File: src/rtl/pwm_pkg.sv
// Shared elaboration-time helpers for the multi-channel PWM generator:
// address sizing, full-scale value and per-channel phase offsets.
package pwm_pkg;

  function automatic int clog2_min1(input int n);
    int r;
    r = $clog2(n);
    return (r < 1) ? 1 : r;
  endfunction

  // Full-scale duty / period length in ticks for a given resolution.
  function automatic int max_of(input int width);
    return (1 << width) - 1;
  endfunction

  function automatic int phase_offset(input int idx, input int channels, input int width);
    return idx * (max_of(width) / channels);
  endfunction

endpackage

File: src/rtl/pwm_gen_multi_if.sv
// Write-side port bundle of the PWM generator: shadow duty writes plus commit control/status.
// wr_en and commit are single-cycle strobes that are always accepted (no ready/backpressure);
// commit_pending is a level, commit_done a one-cycle pulse when the shadows were applied.
interface pwm_gen_multi_if #(
  parameter int CHANNELS = 4,
  parameter int WIDTH    = 8
);
  import pwm_pkg::*;
  localparam int AW = clog2_min1(CHANNELS);

  logic             wr_en;
  logic [AW-1:0]    wr_addr;
  logic [WIDTH-1:0] wr_data;
  logic             commit;
  logic             commit_pending;
  logic             commit_done;

  modport master (
    output wr_en, wr_addr, wr_data, commit,
    input  commit_pending, commit_done
  );

  modport slave (
    input  wr_en, wr_addr, wr_data, commit,
    output commit_pending, commit_done
  );
endinterface

File: src/rtl/pwm_prescaler.sv
// Programmable clock prescaler: emits one tick every presc_div_i+1 enabled cycles.
module pwm_prescaler #(
  parameter int PRESC_W = 8
) (
  input  logic               clk,
  input  logic               reset,
  input  logic               enable_i,
  input  logic [PRESC_W-1:0] presc_div_i,
  output logic               tick_o
);

  logic [PRESC_W-1:0] presc_cnt_q, presc_cnt_d;
  logic               hit;

  // >= rather than == so a divider lowered below the running count ticks at once.
  assign hit = presc_cnt_q >= presc_div_i;

  always_comb begin
    tick_o      = enable_i && hit;
    presc_cnt_d = presc_cnt_q;
    if (enable_i) begin
      presc_cnt_d = hit ? '0 : presc_cnt_q + PRESC_W'(1);
    end
  end

  always_ff @(posedge clk or posedge reset) begin
    if (reset) begin
      presc_cnt_q <= '0;
    end else begin
      presc_cnt_q <= presc_cnt_d;
    end
  end

endmodule

File: src/rtl/pwm_gen_multi.sv
// N-channel PWM generator with prescaler, double-buffered duties committed only at the
// period boundary, optional per-channel phase stagger and selectable output polarity.
module pwm_gen_multi
  import pwm_pkg::*;
#(
  parameter int CHANNELS = 4,
  parameter int WIDTH    = 8,
  parameter int PRESC_W  = 8
) (
  input  logic                clk,
  input  logic                reset,
  input  logic                enable,
  input  logic [PRESC_W-1:0]  presc_div,
  input  logic                stagger,
  input  logic                polarity,
  pwm_gen_multi_if.slave      bus,
  output logic [CHANNELS-1:0] pwm_out,
  output logic                period_end
);

  localparam int               MAX    = max_of(WIDTH);
  localparam int               AW     = clog2_min1(CHANNELS);
  localparam logic [WIDTH-1:0] LAST   = WIDTH'(MAX - 1);
  localparam logic [WIDTH:0]   MAX1   = (WIDTH+1)'(MAX);
  localparam logic [AW:0]      CH_LIM = (AW+1)'(CHANNELS);

  logic                tick;
  logic                boundary;
  logic                copy;
  logic [WIDTH-1:0]    cnt_q, cnt_d;
  logic [WIDTH-1:0]    shadow_q [CHANNELS];
  logic [WIDTH-1:0]    shadow_d [CHANNELS];
  logic [WIDTH-1:0]    active_q [CHANNELS];
  logic [WIDTH-1:0]    active_d [CHANNELS];
  logic                pending_q, pending_d;
  logic                done_q, done_d;
  logic                pe_q, pe_d;
  logic [CHANNELS-1:0] pwm_q, pwm_d;
  logic [CHANNELS-1:0] raw;

  pwm_prescaler #(.PRESC_W(PRESC_W)) u_presc (
    .clk        (clk),
    .reset      (reset),
    .enable_i   (enable),
    .presc_div_i(presc_div),
    .tick_o     (tick)
  );

  // tick already carries enable, so a frozen counter never reaches a boundary.
  assign boundary = tick && (cnt_q == LAST);
  assign copy     = boundary && (pending_q || bus.commit);

  always_comb begin
    cnt_d = cnt_q;
    if (tick) begin
      cnt_d = boundary ? '0 : cnt_q + WIDTH'(1);
    end
    pending_d = copy ? 1'b0 : (pending_q || bus.commit);
    done_d    = copy;
    pe_d      = boundary;
    // The copy reads shadow_q, so a same-cycle write lands only for the next commit.
    active_d  = copy ? shadow_q : active_q;
    shadow_d  = shadow_q;
    if (bus.wr_en && ({1'b0, bus.wr_addr} < CH_LIM)) begin
      shadow_d[bus.wr_addr] = bus.wr_data;
    end
    pwm_d = enable ? (raw ^ {CHANNELS{polarity}}) : {CHANNELS{polarity}};
  end

  for (genvar i = 0; i < CHANNELS; i++) begin : g_ch
    localparam logic [WIDTH:0] OFF = (WIDTH+1)'(phase_offset(i, CHANNELS, WIDTH));
    logic [WIDTH:0] sum;
    logic [WIDTH:0] ph;
    assign sum    = {1'b0, cnt_q} + (stagger ? OFF : '0);
    assign ph     = (sum >= MAX1) ? (sum - MAX1) : sum;
    assign raw[i] = ph < {1'b0, active_q[i]};
  end

  always_ff @(posedge clk or posedge reset) begin
    if (reset) begin
      cnt_q     <= '0;
      shadow_q  <= '{default: '0};
      active_q  <= '{default: '0};
      pending_q <= 1'b0;
      done_q    <= 1'b0;
      pe_q      <= 1'b0;
      pwm_q     <= '0;
    end else begin
      cnt_q     <= cnt_d;
      shadow_q  <= shadow_d;
      active_q  <= active_d;
      pending_q <= pending_d;
      done_q    <= done_d;
      pe_q      <= pe_d;
      pwm_q     <= pwm_d;
    end
  end

  assign pwm_out            = pwm_q;
  assign period_end         = pe_q;
  assign bus.commit_pending = pending_q;
  assign bus.commit_done    = done_q;

endmodule

File: src/flat_wrapper.sv
// flat-port wrapper written by rule: the top's interface ports become plain ports
module pwm_gen_multi_flat import pwm_pkg::*;
#(
  parameter int CHANNELS = 4,
  parameter int WIDTH    = 8,
  parameter int PRESC_W  = 8
)
  (clk, reset, enable, presc_div, stagger, polarity, pwm_out, period_end, bus_wr_en, bus_wr_addr, bus_wr_data, bus_commit, bus_commit_pending, bus_commit_done);
  pwm_gen_multi_if #(.CHANNELS(CHANNELS), .WIDTH(WIDTH)) bus_i ();
  input  logic clk;
  input  logic reset;
  input  logic enable;
  input  logic [PRESC_W-1:0] presc_div;
  input  logic stagger;
  input  logic polarity;
  output logic [CHANNELS-1:0] pwm_out;
  output logic period_end;
  input wire logic [$bits(bus_i.wr_en)-1:0] bus_wr_en;
  input wire logic [$bits(bus_i.wr_addr)-1:0] bus_wr_addr;
  input wire logic [$bits(bus_i.wr_data)-1:0] bus_wr_data;
  input wire logic [$bits(bus_i.commit)-1:0] bus_commit;
  output wire logic [$bits(bus_i.commit_pending)-1:0] bus_commit_pending;
  output wire logic [$bits(bus_i.commit_done)-1:0] bus_commit_done;
  assign bus_i.wr_en = bus_wr_en;
  assign bus_i.wr_addr = bus_wr_addr;
  assign bus_i.wr_data = bus_wr_data;
  assign bus_i.commit = bus_commit;
  assign bus_commit_pending = bus_i.commit_pending;
  assign bus_commit_done = bus_i.commit_done;
  pwm_gen_multi #(.CHANNELS(CHANNELS), .WIDTH(WIDTH), .PRESC_W(PRESC_W)) u_core (.clk(clk), .reset(reset), .enable(enable), .presc_div(presc_div), .stagger(stagger), .polarity(polarity), .bus(bus_i), .pwm_out(pwm_out), .period_end(period_end));
endmodule
File: config.mk
export PLATFORM = sky130hd
export DESIGN_NAME = pwm_gen_multi_flat
export DESIGN_NICKNAME = d
export VERILOG_FILES = /design/src/rtl/pwm_pkg.sv /design/src/rtl/pwm_gen_multi_if.sv /design/src/rtl/pwm_prescaler.sv /design/src/rtl/pwm_gen_multi.sv /design/src/flat_wrapper.sv
export SDC_FILE = /design/constraint.sdc
export NUM_CORES = 1
export LEC_CHECK = 0
export CAP_MARGIN = 30
export CELL_PAD_IN_SITES_DETAIL_PLACEMENT = 1
export CELL_PAD_IN_SITES_GLOBAL_PLACEMENT = 1
export CORE_ASPECT_RATIO = 0.7
export CORE_UTILIZATION = 48
export CTS_CLUSTER_SIZE = 14
export DETAILED_ROUTE_END_ITERATION = 10
export GPL_TIMING_DRIVEN = 0
export PLACE_DENSITY_LB_ADDON = 0.12
export SLEW_MARGIN = 20
export SYNTH_ARGS = -nofsm -noshare
export SYNTH_HDL_FRONTEND = slang
export SYNTH_SLANG_ARGS = --single-unit
export TNS_END_PERCENT = 30
File: constraint.sdc
create_clock -name clk -period 4.9 [get_ports clk]
set_input_delay 0.98 -clock clk [delete_from_list [all_inputs] [get_ports clk]]
set_output_delay 0.98 -clock clk [all_outputs]
set_load 0.05 [all_outputs]
==> key figures, run 1 <==
GRT
  • Initial antenna violation count: 0
  • Overall Global Routing Usage: around 28%
  • Largest net degree at the start of global routing: 59
  • Total gr overflow: 0
  • First-pass GRT wire length: 26100 microns
  • Vias in the first global route: 4659

Finish
  • Share of layout cells above drive strength 1: between 20% and 30%
  • ANT cells: 0
  • Fill cells: 1292
  • Nets: between 700 and 800
  • Final instance area: 0.00719 sq mm
  • Area growth, synth to finish: 23.6%
  • Final std cells w/o fill: 793

Synth
  • Yosys cell types: 66
  • Synthesized Nets: 640
  • Register area share after synthesis: 37.4%
  • Synth Warn #: 0
  • Mapped Cells: 559
  • Share of flip-flops with an asynchronous set or reset: 100%
  • #FFs+latches synth: between 80 and 90
  • Syn_area_per_cell: 10.4 sq um
  • Mapped Area: 0.00582 sq mm
  • Top_reg_cell synth: dfrtp_1
  • EDFF count, synth: 0

Critical path
  • FF-to-FF setup slack: around 130 ps
  • CP startpoint kind: primary input
  • Worst Path Required: 5180 ps
  • CP Class: in2reg
  • Crit. path cell count: 18
  • Reg2reg start: u_core.cnt_q[0]
  • Critical path capture point: u_core.pwm_out[1]
  • Buf/Inv on CP: 2
  • Critical Path, Cell by Cell: clkbuf_16 -> buf_4 -> fa_1 -> a21oi_1 -> o211ai_1 -> xnor2_1 -> nor3_2 -> ha_2 -> a31oi_2 -> o21ai_2 -> nor2b_1 -> xnor2_1 -> ha_1 -> a21oi_1 -> nor2b_1 -> or4_1 -> a221oi_2 -> xor2_1
  • Worst EP arrival: 5140 ps
  • CP max FO: 6
  • Worst setup path start: stagger
  • Crit-path max cell delay: 480 ps
  • Crit end category: flip-flop
  • Crit path max-delay family: compound AO/OA/AOI/OAI gates
  • Slowest cell on crit path: or4_1
  • R2R cell count: 17
  • R2R Path End: u_core.pwm_out[1]

STA
  • Tcrit/Tclk final: 99.2%
  • Layout Skew: 7.85 ps
  • Fin. Hold Viols: 0
  • Worst Tran Pin Value: ~890 ps
  • Count of final max-slew check failures: 0
  • Max Fclk: 206 MHz
  • Rel. slew slack: between 40% and 50%
  • Final Setup Violations: 0
  • Tmin final: 4860 ps

Placed design
  • Post-DP Area: approximately 0.0064 sq mm
  • RePlAce Congestion: between 0.8 and 0.9
  • Final HPWL DP: around 12000 microns
  • Cell Count Post-Placement: 748
  • Port Buf Inserts: 31

Floorplan
  • Die area: 0.0126 sq mm
  • Die H: roughly 94 microns
  • I/O pins: 32
  • Core ar.: 0.0118 sq mm
  • # rows: 33
  • Chip width: 134 microns
  • Starting density of the core: between 40% and 50%

Flow run
  • Max-cap violations: 0

Routing
  • Post-route antenna net violation count: 0
  • Via density: 5.79
  • Drt pass-1 iters: 4
  • Post-route DRC: 0
  • Routed WL per cell: 21.8 microns
  • Final WL: 17300 microns
  • Vias: approximately 4600
  • DR iter-0 viols: approximately 230

Clocking
  • CTS Buf Count: 9
  • CTS tree: done
  • H-tree depth: 3
  • Clk_lat worst skew: ~350 ps
  • Reg clk slew, reported paths: 70 ps
  • Root buffer cell: clkbuf_16
  • Hold-fix buffers at CTS: 0
  • Clk buf depth: 2
  • Clock Sinks: 87

Run status
  • Status: complete, no violations

Min path
  • Hold/Removal Path Class: reg2reg

Power and ir drop
  • Leakage: 3.18 nW
  • Worst vdd ir: 209 uV
  • Power Density: between 400 and 500 mW/mm^2
-- repair_timing --
action / 4_1_cts / 5_1_grt
gates cloned: 0 / 1
resized for setup: 24 / 44
setup buffers: 4 / 24
setup endpoints to repair: 3 / 3
pin swaps: 7 / 35
-- cell families (layout without fill, tap and decap cells) --
logic type	count (synthesis)	after routing	synth area share (%)
AND/OR/NAND/NOR	146	146	13.6
AO/OA/AOI/OAI	95	95	12.3
buffers and inverters	63	140	4.58
multiplexers	71	71	13.7
XOR/XNOR	41	41	6.17
adder cells (fa/ha/maj)	56	56	12.3
flip-flops	87	87	37.4
-- registers in the layout, summed over array words and instances (netlist names) --
| register | flops |
|---|---|
| u_core.pwm_out | 4 |
| u_core.period_end | 1 |
| u_core.bus.commit_pending | 1 |
| u_core.u_presc.presc_cnt_q | 8 |
| u_core.bus.commit_done | 1 |
| u_core.shadow_q | 32 |
| u_core.cnt_q | 8 |
| u_core.active_q | 32 |
-- per-layer routing --
| layer | vias up | track usage, % | wire length (microns) | share of wire [%] |
|---|---|---|---|---|
| met5 | - | 0 | 0 | 0 |
| met4 | 0 | 7.39 | 273 | 1.6 |
| met3 | 22 | 4.75 | 654 | 3.8 |
| met2 | 82 | 44.1 | 8140 | 47 |
| met1 | 2356 | 39.0 | 8230 | 48 |
| li1 | 2131 | - | - | - |
-- how the worst min path moves through the flow --
stage	startpoint	endpoint	slack, ps	depth (start not counted)
final	u_core.shadow_q[27]	u_core.active_q[27]	490	1
after global routing	u_core.active_q[27]	u_core.active_q[27]	510	1
after CTS	u_core.shadow_q[17]	u_core.active_q[17]	490	1
after detailed placement	u_core.shadow_q[12]	u_core.active_q[12]	470	1
after global placement	u_core.shadow_q[12]	u_core.active_q[12]	460	1
after floorplan	u_core.shadow_q[12]	u_core.active_q[12]	450	1
-- cell type report --
type	count	area [sq um]	area share [%]
repair buffers	61	587	8.16
plain buffers	14	96.3	1.34
well taps	157	196	2.73
clock buffers	9	225	3.13
flip-flops and latches	87	2180	30.3
inverters	49	186	2.59
multi-input cells	409	3640	50.6
clock inverters	7	81.3	1.13
-- metrics by stage --
stage	hold slack (ps)	power (W)	util (%)	setup slack [ps]	TNS, ps
after detailed placement	470	0.00204	54.1	-1620	-4040
after CTS	494	0.00282	57.6	-69.7	-102
after global routing	513	0.00316	61.1	-138	-323
final	494	0.00300	61.1	39.8	0
after global placement	461	0.00195	53.8	-1490	-3660
after floorplan	452	0.00171	-	65.2	0
-- layout by cell type, fill, tap and decap left out, types with 4 or more instances in the layout --
master	n
nor3_1	9
mux2_1	10
dfrtp_1	86
nand3_1	23
nor2_1	30
xnor2_2	5
o21ai_1	8
buf_4	28
o31ai_1	4
xor2_2	4
o21ai_0	11
a21o_1	16
mux2i_1	4
buf_6	4
o21a_1	5
nor2b_1	7
xor2_1	14
nand2_1	20
ha_4	5
and2_1	5
xnor2_1	18
mux2_2	57
buf_2	5
nand2b_1	6
clkdlybuf4s50_1	30
ha_1	46
a21oi_1	16
clkbuf_16	10
nand4_1	10
inv_1	48
-- power by group --
| part | leakage (nW) | internal [W] | switching, W | total, W |
|---|---|---|---|---|
| sequential | 1.11 | 0.000815 | 0.000119 | 0.000934 |
| combinational | 1.91 | 0.000632 | 0.000721 | 0.00135 |
| clock | 0.150 | 0.000366 | 0.000346 | 0.000712 |
-- cell usage after synthesis, types with 4 or more instances --
library cell / number / area share, %
xnor2_1: 23 / 3.5
ha_1: 54 / 12
nor3b_1: 4 / 0.52
o21a_1: 5 / 0.65
o21ai_1: 4 / 0.34
dfrtp_1: 87 / 37
o31ai_1: 4 / 0.52
mux2_2: 56 / 11
xor2_1: 18 / 2.7
buf_2: 6 / 0.52
nand2_1: 20 / 1.3
mux2_1: 11 / 2.1
mux2i_1: 4 / 0.69
nor2_1: 31 / 2.0
o21ai_0: 16 / 1.4
nand2b_1: 7 / 0.75
a21o_1: 16 / 2.1
nor3_1: 12 / 1.0
nand3_1: 24 / 2.1
a21oi_1: 17 / 1.5
and2_1: 6 / 0.65
a31oi_1: 4 / 0.43
nor2b_1: 10 / 1.1
nand4_1: 10 / 1.1
inv_1: 49 / 3.2
Power figures use the tool's default switching activity.
==> inputs of run 2 (changes only) <==
--- a/config.mk
+++ b/config.mk
@@ -14,6 +14,7 @@
 export DETAILED_ROUTE_END_ITERATION = 10
 export GPL_TIMING_DRIVEN = 0
 export PLACE_DENSITY_LB_ADDON = 0.12
+export SKIP_CTS_REPAIR_TIMING = 1
 export SLEW_MARGIN = 20
 export SYNTH_ARGS = -nofsm -noshare
 export SYNTH_HDL_FRONTEND = slang
==> key figures, run 2 (synthesis gave the netlist of run 1 again) <==
Routing
  • Post-route antenna net violation count: 0 (unchanged)
  • Vias: 4533 (-1.3%)
  • DR iter-0 viols: 216 (-7.7%)
  • Post-route DRC: 0 (unchanged)
  • Final WL: 16900 microns (-2.4%)
  • Routed WL per cell: 21.7 microns (-0.36%)
  • Via density: 5.83 (+0.77%)
  • Drt pass-1 iters: 4 (unchanged)

Power and ir drop
  • Net Sw Frac: 39.8% (+0.23 points)
  • P_sw: 0.00117 W (-1.4%)
  • Power Density: 420 mW/mm^2 (+0.63%)
  • Worst vdd ir: 209 uV (+0.23%)
  • Sequential share of power: 31.7% (+0.6 points)
  • Leakage: 3.09 nW (-2.7%)
  • Clock network power share: 24.2% (+0.5 points)
  • Comb power frac: 44.0% (-1.1 points)
  • P_int: 0.00177 W (-2.4%)

Flow run
  • Max-cap violations: 0 (unchanged)

Critical path
  • Slowest cell on crit path: fa_2
  • Crit-path max cell delay: 400 ps (-80 ps)
  • FF-to-FF setup slack: 190 ps (+60 ps)
  • Critical path capture point: u_core.pwm_out[2]
  • Worst EP arrival: 5080 ps (-60 ps)
  • Reg2reg start: u_core.cnt_q[1]
  • R2R cell count: 20 (+3)
  • Crit end category: flip-flop
  • R2R Path End: u_core.pwm_out[2]
  • CP Class: in2reg
  • Worst Path Required: 5120 ps (-60 ps)
  • CP startpoint kind: primary input
  • Worst path most repeated cell: ha_1
  • Critical Path, Cell by Cell: buf_12 -> ha_1 -> inv_1 -> fa_2 -> nor2b_1 -> o21a_1 -> o21ai_1 -> a311oi_2 -> nor3_2 -> ha_1 -> nand2b_4 -> nor2_4 -> mux2_4 -> ha_1 -> nand4_1 -> o21ai_0 -> a31oi_1 -> nor2_1 -> a2111oi_2 -> nand3_1 -> xnor2_2
  • Worst setup path start: stagger
  • CP max FO: 10 (+4)

Floorplan
  • Starting density of the core: 49.4% (unchanged)
  • Die area: 0.0126 sq mm (unchanged)
  • Core ar.: 0.0118 sq mm (unchanged)
  • Chip width: 134 microns (unchanged)
  • I/O pins: 32 (unchanged)
  • # rows: 33 (unchanged)
  • Die H: 94.1 microns (unchanged)

Placed design
  • Final HPWL DP: 11600 microns (unchanged)
  • Port Buf Inserts: 31 (unchanged)
  • RePlAce Congestion: 0.812 (unchanged)
  • Place WS: -1620 ps (unchanged)

STA
  • Max Fclk: 206 MHz (about the same)
  • Tmin final: 4860 ps (-2.65 ps)
  • Tcrit/Tclk final: 99.1% (about the same)
  • Rel. slew slack: 41.4% (+0.81 points)
  • Worst Tran Pin Value: 878 ps (-12.1 ps)
  • Final Setup Violations: 0 (unchanged)
  • Count of final max-slew check failures: 0 (unchanged)
  • Layout Skew: 5.45 ps (-2.40 ps)
  • Final worst slack: 42.4 ps (+2.65 ps)
  • Fin. Hold Viols: 0 (unchanged)
  • Setup_tns: 0 ps (unchanged)
  • RSZ-0062 raised after global routing: true

Finish
  • Share of layout cells above drive strength 1: 23.2% (-3.5 points)
  • Largest regs: u_core.active_q x32, u_core.shadow_q x32
  • Area growth, synth to finish: 20.4%
  • Fill cells: 1298 (+0.46%)
  • Most common cell after layout, fill and taps aside: dfrtp_1
  • ANT cells: 0 (unchanged)
  • Most frequent cells in the layout: dfrtp_1, mux2_2, ha_1
  • Nets: 696 (-2.2%)

Min path
  • Hold/Removal Path Class: reg2reg

GRT
  • Vias in the first global route: 4591 (-1.5%)
  • Initial antenna violation count: 0 (unchanged)
  • Overall Global Routing Usage: 27.4% (-0.38 points)
  • Total gr overflow: 0 (unchanged)
  • First-pass GRT wire length: 25700 microns (-1.5%)
  • Largest net degree at the start of global routing: 59 (unchanged)

Clocking
  • H-tree depth: 3 (unchanged)
  • Clk buf depth: 2 (unchanged)
  • Root buffer cell: clkbuf_16
  • CTS tree: done
  • CTS Buf Count: 9 (unchanged)
  • Reg clk slew, reported paths: 70 ps (about the same)
  • Clk_lat worst skew: 350 ps (about the same)
  • Clock Sinks: 87 (unchanged)

Run status
  • Status: complete, no violations
-- run 2: cell types whose count changed in the layout (fill, tap and decap cells not counted), moves of 2 or more --
cell	delta
buf_4	-14
ha_1	+4
ha_2	-2
ha_4	-2
nor2b_1	+2
-- run 2: how the worst min path moves through the flow --
| stage | from | endpoint | slack, ps | cells past startpoint |
|---|---|---|---|---|
| floorplan | u_core.shadow_q[12] | u_core.active_q[12] | 450 | 1 |
| global placement | u_core.shadow_q[12] | u_core.active_q[12] | 460 | 1 |
| detailed placement | u_core.shadow_q[12] | u_core.active_q[12] | 470 | 1 |
| CTS | u_core.shadow_q[17] | u_core.active_q[17] | 490 | 1 |
| global route | u_core.active_q[27] | u_core.active_q[27] | 510 | 1 |
| finish | u_core.shadow_q[27] | u_core.active_q[27] | 490 | 1 |
-- run 2: worst max-delay path, delay by kind of cell --
kind                       cells  cell delay (ps)
muxes                          1              340
AOI/OAI and AO/OA              6             1250
buffers and inverters          2              180
xor gates and xnor gates       1              180
and+or+nand+nor                7             1040
adders and majority gates      4             1100
-- run 2: layer usage --
metal / routed length [microns] / GRT usage (%) / vias up / share of wire (%)
li1: - / - / 2104 / -
met1: 8140 / 38.8 / 2327 / 48
met2: 7870 / 42.7 / 83 / 47
met3: 644 / 4.75 / 19 / 3.8
met4: 232 / 7.86 / 0 / 1.4
met5: 0 / 0 / - / 0
-- run 2: power groups by stage --
| stage | clock [W] | combinational, W | sequential [W] |
|---|---|---|---|
| 2_1_floorplan | 0 | 0.000780 | 0.000930 |
| 3_3_place_gp | 0 | 0.00103 | 0.000921 |
| 3_5_place_dp | 0 | 0.00111 | 0.000932 |
| 4_1_cts | 0.000718 | 0.00114 | 0.000924 |
| 5_1_grt | 0.000746 | 0.00140 | 0.000946 |
| 6_report | 0.000713 | 0.00129 | 0.000933 |
-- run 2: per-stage QoR --
stage          instance area (sq um)  hold WS, ps  util, %  instances  total power [W]
3_3_place_gp                    6330          461     53.8        747          0.00195
3_5_place_dp                    6360          470     54.1        748          0.00204
2_1_floorplan                   5820          452        -        559          0.00171
4_1_cts                         6670          494     56.7        764          0.00278
6_report                        7000          493     59.5        777          0.00294
5_1_grt                         7000          513     59.5        777          0.00309
-- run 2: layout make-up --
class                   count  area [sq um]  share of cell area, %
flip-flops and latches     87          2180                   31.1
well taps                 157           196                   2.80
clock inverters             7          81.3                   1.16
inverters                  49           186                   2.66
repair buffers             45           445                   6.36
multi-input cells         409          3590                   51.3
clock buffers               9           225                   3.22
plain buffers              14          96.3                   1.38
